===== src/rtl/eth_rx_frame_writer_pkg.sv =====
// Shared types for the EthCore RX frame writer: FSM states, the committed-frame
// descriptor and a saturating counter helper.
package eth_rx_pkg;

  // Descriptor fields are sized for the widest supported configuration
  // (2 KiB buffer, 16-bit length).
  localparam int DESC_START_W = 11;
  localparam int DESC_LEN_W   = 16;

  typedef enum logic [1:0] {
    ST_IDLE,
    ST_WRITE,
    ST_DROP
  } state_e;

  typedef struct packed {
    logic [DESC_START_W-1:0] start;
    logic [DESC_LEN_W-1:0]   len;
  } desc_t;

  function automatic logic [15:0] sat_inc(input logic [15:0] cnt, input logic en);
    return (en && cnt != 16'hFFFF) ? cnt + 16'd1 : cnt;
  endfunction

endpackage


===== src/rtl/eth_rx_frame_writer.sv =====
// Writes RX MAC frames into a circular frame RAM through port A; commits clean
// frames with a descriptor and rolls back bad, runt, oversized or overflowing ones.
module eth_rx_frame_writer
  import eth_rx_pkg::*;
#(
  parameter int pWIDTH_ADDR = DESC_START_W,
  parameter int pWIDTH_DATA = 8,
  parameter int pMIN_LEN    = 60,
  parameter int pMAX_LEN    = 1518,
  parameter int pWIDTH_LEN  = DESC_LEN_W
) (
  input  logic                   clock,
  input  logic                   reset_n,
  input  logic                   s_valid,
  input  logic [pWIDTH_DATA-1:0] s_data,
  input  logic                   s_sof,
  input  logic                   s_eof,
  input  logic                   s_err,
  output logic [pWIDTH_ADDR-1:0] mem_addr,
  output logic                   mem_wrena,
  output logic [pWIDTH_DATA-1:0] mem_idata,
  output logic                   mem_clkena,
  input  logic [pWIDTH_ADDR:0]   rd_ptr,
  output logic                   desc_valid,
  input  logic                   desc_ready,
  output logic [pWIDTH_ADDR-1:0] desc_start,
  output logic [pWIDTH_LEN-1:0]  desc_len,
  output logic [15:0]            cnt_frames,
  output logic [15:0]            cnt_drop_err,
  output logic [15:0]            cnt_drop_ovf
);

  localparam int PTR_W = pWIDTH_ADDR + 1;
  localparam logic [pWIDTH_LEN-1:0] MIN_LEN = pWIDTH_LEN'(pMIN_LEN);
  localparam logic [pWIDTH_LEN-1:0] MAX_LEN = pWIDTH_LEN'(pMAX_LEN);

  state_e                  state_q, state_d;
  logic [PTR_W-1:0]        wr_commit_q, wr_cur_q;
  logic [pWIDTH_LEN-1:0]   len_q;
  desc_t                   desc_q;
  logic                    desc_valid_q;
  logic [pWIDTH_ADDR-1:0]  mem_addr_q;
  logic [pWIDTH_DATA-1:0]  mem_idata_q;
  logic                    mem_wrena_q;
  logic [15:0]             cnt_frames_q, cnt_drop_err_q, cnt_drop_ovf_q;

  logic [PTR_W-1:0]        base, base_next, fill;
  logic [pWIDTH_LEN-1:0]   len_new;
  logic start_frame, in_frame, has_space, too_long, eof_bad;
  logic wr_ok, commit, drop_ovf, drop_err, drop_trunc;

  // Beat decode: every beat either writes, commits, or drops the frame it belongs to.
  always_comb begin
    start_frame = s_valid & s_sof;
    in_frame    = start_frame | (s_valid & (state_q == ST_WRITE));
    base        = start_frame ? wr_commit_q : wr_cur_q;
    base_next   = base + PTR_W'(1);
    len_new     = (start_frame ? '0 : len_q) + pWIDTH_LEN'(1);
    // Fill level below half the pointer range means the buffer has room.
    fill        = base - rd_ptr;
    has_space   = ~fill[PTR_W-1];
    too_long    = len_new > MAX_LEN;
    eof_bad     = s_err | (len_new < MIN_LEN) | (desc_valid_q & ~desc_ready);
    wr_ok       = in_frame & has_space & ~too_long;
    commit      = wr_ok & s_eof & ~eof_bad;
    drop_ovf    = in_frame & ~has_space;
    drop_err    = (in_frame & has_space & too_long) | (wr_ok & s_eof & eof_bad);
    drop_trunc  = start_frame & (state_q == ST_WRITE);
  end

  always_comb begin
    // NOTE: default assignment first so no path leaves state_d unassigned (no latch).
    state_d = state_q;
    if (in_frame) begin
      if (s_eof)      state_d = ST_IDLE;
      else if (wr_ok) state_d = ST_WRITE;
      else            state_d = ST_DROP;
    end else if (s_valid && s_eof && state_q == ST_DROP) begin
      state_d = ST_IDLE;
    end
  end

  // NOTE: sequential state uses non-blocking assignments so all registers update together.
  always_ff @(posedge clock or negedge reset_n) begin
    if (!reset_n) state_q <= ST_IDLE;
    else          state_q <= state_d;
  end

  always_ff @(posedge clock or negedge reset_n) begin
    if (!reset_n) begin
      wr_commit_q    <= '0;
      wr_cur_q       <= '0;
      len_q          <= '0;
      desc_q         <= '0;
      desc_valid_q   <= 1'b0;
      mem_addr_q     <= '0;
      mem_idata_q    <= '0;
      mem_wrena_q    <= 1'b0;
      cnt_frames_q   <= '0;
      cnt_drop_err_q <= '0;
      cnt_drop_ovf_q <= '0;
    end else begin
      if (wr_ok && (!s_eof || commit)) wr_cur_q <= base_next;
      else if (in_frame)               wr_cur_q <= wr_commit_q;

      if (wr_ok) len_q <= len_new;

      if (commit) begin
        wr_commit_q  <= base_next;
        desc_q.start <= DESC_START_W'(wr_commit_q[pWIDTH_ADDR-1:0]);
        desc_q.len   <= DESC_LEN_W'(len_new);
      end
      desc_valid_q <= commit | (desc_valid_q & ~desc_ready);

      mem_wrena_q <= wr_ok;
      if (wr_ok) begin
        mem_addr_q  <= base[pWIDTH_ADDR-1:0];
        mem_idata_q <= s_data;
      end

      cnt_frames_q   <= sat_inc(cnt_frames_q, commit);
      cnt_drop_err_q <= sat_inc(sat_inc(cnt_drop_err_q, drop_trunc), drop_err);
      cnt_drop_ovf_q <= sat_inc(cnt_drop_ovf_q, drop_ovf);
    end
  end

  assign mem_clkena   = 1'b1;
  assign mem_addr     = mem_addr_q;
  assign mem_wrena    = mem_wrena_q;
  assign mem_idata    = mem_idata_q;
  assign desc_valid   = desc_valid_q;
  assign desc_start   = desc_q.start[pWIDTH_ADDR-1:0];
  assign desc_len     = desc_q.len[pWIDTH_LEN-1:0];
  assign cnt_frames   = cnt_frames_q;
  assign cnt_drop_err = cnt_drop_err_q;
  assign cnt_drop_ovf = cnt_drop_ovf_q;

endmodule


===== config.mk =====
export PLATFORM = sky130hd
export DESIGN_NAME = eth_rx_frame_writer
export DESIGN_NICKNAME = d
export VERILOG_FILES = /design/src/rtl/eth_rx_frame_writer_pkg.sv /design/src/rtl/eth_rx_frame_writer.sv
export SDC_FILE = /design/constraint.sdc
export NUM_CORES = 1
export LEC_CHECK = 0
export ABC_AREA = 1
export ABC_CLOCK_PERIOD_IN_PS = 3700
export CAP_MARGIN = 20
export CELL_PAD_IN_SITES_DETAIL_PLACEMENT = 0
export CELL_PAD_IN_SITES_GLOBAL_PLACEMENT = 1
export CORE_MARGIN = 10
export CORE_UTILIZATION = 41
export CTS_BUF_LIST = sky130_fd_sc_hd__clkbuf_8
export CTS_CLUSTER_SIZE = 8
export DETAILED_ROUTE_END_ITERATION = 8
export HOLD_SLACK_MARGIN = 0.15
export PLACE_DENSITY = 0.83
export SLEW_MARGIN = 20
export SYNTH_ARGS = -nofsm -noshare
export SYNTH_HDL_FRONTEND = slang
export SYNTH_SLANG_ARGS = --single-unit

===== constraint.sdc =====
create_clock -name clock -period 3.7 [get_ports clock]
set_clock_uncertainty 0.05 [all_clocks]
set_input_delay 0.925 -clock clock [delete_from_list [all_inputs] [get_ports clock]]
set_output_delay 0.925 -clock clock [all_outputs]
set_load 0.1 [all_outputs]

==> results <==
- The total number of nets in the final design is 1400.
- The setup path with the least slack is of type input pin to flip-flop.
- The full die area is 26100 um2.
- The antenna cell count is 0.
- Of the cells placed in the final design, the portion with a size suffix greater than 1 is 19.8%.
- The clock buffer count from CTS is 17.
- The number of buffers inserted for hold repair after clock tree synthesis is 0.
- Data on the critical path arrives at its endpoint at 3460 ps.
- The total routed wirelength is 23700 um.
- In the finished design, the share of the clock period the worst path needs comes to 85.5%.
- The number of instances in the synthesized netlist is 1133.
- The maximum vdd drop is 618 uV.
- The worst register-to-register path begins at cnt_drop_err[0].
- The number of buffers inserted by port buffering is 122.
- The congestion estimate from routability-driven global placement came to 0.858.
- The type of element launching the critical path is an input pin.
- The first-pass GRT wire length is 39600 um.
- After detailed routing, the average wire length per cell comes to 14.5 um.
- For this configuration, the core starts out at a cell density of 41.9%.
- Setup repair after global routing left no endpoint under its margin.
- The start point of the critical path is s_valid.
- The transition time of the tightest slew-check pin is 965 ps.
- In this run the worst path has a maximum fanout of 16.
- The flow ran to the end, and the final reports show no timing, DRC or antenna violations.
- Sequential elements use 42.0% of the synthesized area.
- The post-route total power is 6.57 mW.
- After synthesis the cells add up to 8210 um2.
- The total overflow left after global routing is 0.
- For this run, the share of the core covered by cells in the final layout is 54.5%.
- The TritonCTS clock tree is done.
- The maximum number of pins on one net before global-route repair is 61.
- The final-report max-slew violation count was 0.
- Dividing the detail-routed via count by the number of cells gives 4.81.
- The number of global-route vias before repair is 7832.
- The synthesis-stage register bit count is 138.
- Global routing used 18.5% of the available tracks across all layers.
- In this run the worst hold path is classified as input pin to asynchronous set/reset pin.
- The TritonCTS sink count is 138.
- Summed over all cells, the static leakage comes to 5.62 nW.
- The violation count after the first detailed-route iteration is 484.
- The worst path in the final design needs a cycle of 3160 ps, including I/O delays and setup.
- The total of warnings raised by yosys is 0.
- The count of filler cells inserted in the layout is 1971.
- Before antenna repair, the detailed router went through 5 iterations.
- The final number of hold-violating endpoints came to 0.
- The half-perimeter wire length after detailed placement is 18200 um.
- The power per cell area is 616 nW/um2.
- The synthesis-to-layout area growth is 29.9%.
- In the final layout, the multi-input gates occupy 4030 um2.
- Measured along the y axis, the die boundary spans 162 um.
- Setup violations remaining at the end of the flow were counted as 0.
- The mean cell area of the mapped netlist is 7.25 um2.
- The core region is 19600 um2.
- In this run the core area contains 51 standard-cell rows.
- The number of ports placed on the die boundary is 124.
- The tool flagged a number of max-cap violations equal to 0.
- The number of nets handed over by synthesis was 1177.
- In this run the horizontal extent of the chip is 162 um.
- The initial antenna violation count is 1.
- For the worst-skew pair, the clock arrives at the later sink with an insertion delay of 460 ps.
- The worst setup path is captured at a flip-flop.
- The sequential cells in the finished layout cover a total of 3450 um2.
- In the routed design, unresolved DRC markers number 0.
- At the worst endpoint, the required time is 3990 ps.
- Based on the critical path, the design can be clocked at up to 316 MHz.
- After synthesis, the netlist uses 33 different library cells.
- Clock-pin slew was measured on the worst setup and hold paths at 90 ps.
- Headroom to the max-slew limit came out at 35.5%.
- For this block, the via count after detailed routing is 7853.
- The maximum buffer depth of the clock tree is 2.
- Clock tree synthesis selected as its root buffer the cell sky130_fd_sc_hd__clkbuf_8.
- The H-tree was split into 4 levels.
- The count of antenna-violating nets left after detailed routing is 0.
## sequential cells by signal, summed over array words and instances, names as in the netlist
signal / cells
cnt_drop_ovf: 16
mem_idata: 8
mem_addr: 11
desc_valid: 1
mem_wrena: 1
wr_cur_q: 12
state_q: 2
cnt_drop_err: 16
desc_len: 16
len_q: 16
desc_start: 11
cnt_frames: 16
wr_commit_q: 12
## final cells by class
type                    count  share of cell area (%)
multi-input cells         821                    37.7
repair buffers            235                    18.2
clock inverters            13                    1.24
well taps                 265                    3.11
inverters                 143                    5.03
flip-flops and latches    138                    32.4
clock buffers              18                    2.32
## through the flow
step                area (um2)  TNS, ps  worst slack [ps]  std cells  hold WS (ps)
floorplan                 8220        0              16.3       1133           386
global placement         10200   -12930              -176       1599           402
detailed placement       10200   -24340              -285       1599           405
CTS                      10600        0               186       1630           378
global route             10700        0               274       1633           389
finish                   10700        0               536       1633           376
## cell families after synthesis
logic type | synth area share, %
simple gates | 35.4
buf+inv | 9.12
flops | 42.0
compound gates | 5.22
xor+xnor | 5.54
fa+ha+maj | 2.59
other cells | 0.0457
## where the power goes
part / switching, mW / internal, mW / leakage, nW / total, mW
Sequential: 0.275 / 1.75 / 1.79 / 2.02
Clock: 0.632 / 0.606 / 0.191 / 1.24
Combinational: 2.42 / 0.891 / 3.64 / 3.31
Total: 3.33 / 3.24 / 5.62 / 6.57
## synthesized netlist by cell type
master                     number  area share, %
sky130_fd_sc_hd__nand3_4        1           0.21
sky130_fd_sc_hd__o21ai_2        5           0.53
sky130_fd_sc_hd__dfrtp_1      138             42
sky130_fd_sc_hd__nor2_2         7           0.53
sky130_fd_sc_hd__o21ai_0       32            1.9
sky130_fd_sc_hd__o21ai_1       33            2.0
sky130_fd_sc_hd__inv_2          5           0.23
sky130_fd_sc_hd__clkinv_1       3           0.14
sky130_fd_sc_hd__nor2_4         4           0.55
sky130_fd_sc_hd__nand3_1      112            6.8
sky130_fd_sc_hd__a21oi_4        1           0.20
sky130_fd_sc_hd__nand2_1      404             18
sky130_fd_sc_hd__nor3_4         1           0.20
sky130_fd_sc_hd__nand3b_1       1          0.091
sky130_fd_sc_hd__nand4_2        1           0.15
sky130_fd_sc_hd__nor2_1        76            3.5
sky130_fd_sc_hd__nand3_2        4           0.49
sky130_fd_sc_hd__buf_4          4           0.37
sky130_fd_sc_hd__a21oi_1        7           0.43
sky130_fd_sc_hd__nand2_4        2           0.27
sky130_fd_sc_hd__nor3b_1        1          0.091
sky130_fd_sc_hd__nor4_1         5           0.38
sky130_fd_sc_hd__nand4_1       35            2.7
sky130_fd_sc_hd__buf_2          8           0.49
sky130_fd_sc_hd__buf_6          9            1.2
sky130_fd_sc_hd__nor3_1        17            1.0
sky130_fd_sc_hd__xnor2_1       14            1.5
sky130_fd_sc_hd__clkbuf_1      11           0.50
sky130_fd_sc_hd__inv_1        135            6.2
sky130_fd_sc_hd__o32ai_1        1           0.11
sky130_fd_sc_hd__conb_1         1          0.046
sky130_fd_sc_hd__ha_1          17            2.6
sky130_fd_sc_hd__xor2_1        38            4.1
## worst max-delay path, stage by stage
cell                             delay, ps
sky130_fd_sc_hd__dlymetal6s2s_1        230
sky130_fd_sc_hd__nand2_4               150
sky130_fd_sc_hd__buf_4                 190
sky130_fd_sc_hd__nand2_1                50
sky130_fd_sc_hd__o21ai_0                80
sky130_fd_sc_hd__buf_4                 150
sky130_fd_sc_hd__ha_1                  260
sky130_fd_sc_hd__nand2_1                50
sky130_fd_sc_hd__o21ai_1               170
sky130_fd_sc_hd__nand2_1                90
sky130_fd_sc_hd__nand2_1                70
sky130_fd_sc_hd__nand2_1                60
sky130_fd_sc_hd__a21oi_1               130
sky130_fd_sc_hd__buf_4                 150
sky130_fd_sc_hd__inv_1                  50
sky130_fd_sc_hd__buf_4                 140
sky130_fd_sc_hd__a21oi_4               170
sky130_fd_sc_hd__nand2_4               170
sky130_fd_sc_hd__nand2_1               110
sky130_fd_sc_hd__nand2_1                50
## final timing paths
path / to / slack (ps) / cells past startpoint
worst max-delay path: cnt_drop_err[3] / 540 / 20
worst min-delay path: cnt_drop_ovf[8] / 380 / 1
worst max register to register: cnt_drop_err[3] / 660 / 14
worst min register to register: len_q[14] / 420 / 2
max in group asynchronous: cnt_frames[11] / 2380 / 2
min in group clock: len_q[14] / 420 / 2
## metal layers
layer,up-vias,track usage [%],part of all wire [%]
met5,-,0,0
met4,0,4.67,1.0
met3,21,4.17,5.4
met2,169,30.1,47
met1,3617,24.2,46
li1,4046,-,-
## layout by cell type, fill, tap and decap left out, types with 2 or more instances in the layout
master                              n
sky130_fd_sc_hd__clkdlybuf4s50_1   24
sky130_fd_sc_hd__o21ai_2            6
sky130_fd_sc_hd__o21ai_1           32
sky130_fd_sc_hd__bufinv_16          2
sky130_fd_sc_hd__a21oi_1            7
sky130_fd_sc_hd__nand3_1          112
sky130_fd_sc_hd__ha_1              17
sky130_fd_sc_hd__nand2_4            3
sky130_fd_sc_hd__clkbuf_8          18
sky130_fd_sc_hd__clkinvlp_4         4
sky130_fd_sc_hd__o21ai_0           32
sky130_fd_sc_hd__nand3_2            4
sky130_fd_sc_hd__nor2_2             8
sky130_fd_sc_hd__dfrtp_1          138
sky130_fd_sc_hd__inv_2              5
sky130_fd_sc_hd__clkinv_4           3
sky130_fd_sc_hd__nor2_4             4
sky130_fd_sc_hd__nor3_1            17
sky130_fd_sc_hd__nor2_1            75
sky130_fd_sc_hd__dlymetal6s2s_1     2
sky130_fd_sc_hd__clkinv_1           3
sky130_fd_sc_hd__buf_12             8
sky130_fd_sc_hd__buf_6              2
sky130_fd_sc_hd__nand2_1          404
sky130_fd_sc_hd__xor2_1            38
sky130_fd_sc_hd__nand4_1           35
sky130_fd_sc_hd__xnor2_1           14
sky130_fd_sc_hd__nor4_1             5
sky130_fd_sc_hd__buf_4            199
sky130_fd_sc_hd__inv_1            138
## repair_timing
action,4_1_cts,5_1_grt
endpoints found under the setup margin,0,28
resized for setup,0,5
buffers inserted,0,2
Power figures use the tool's default switching activity.
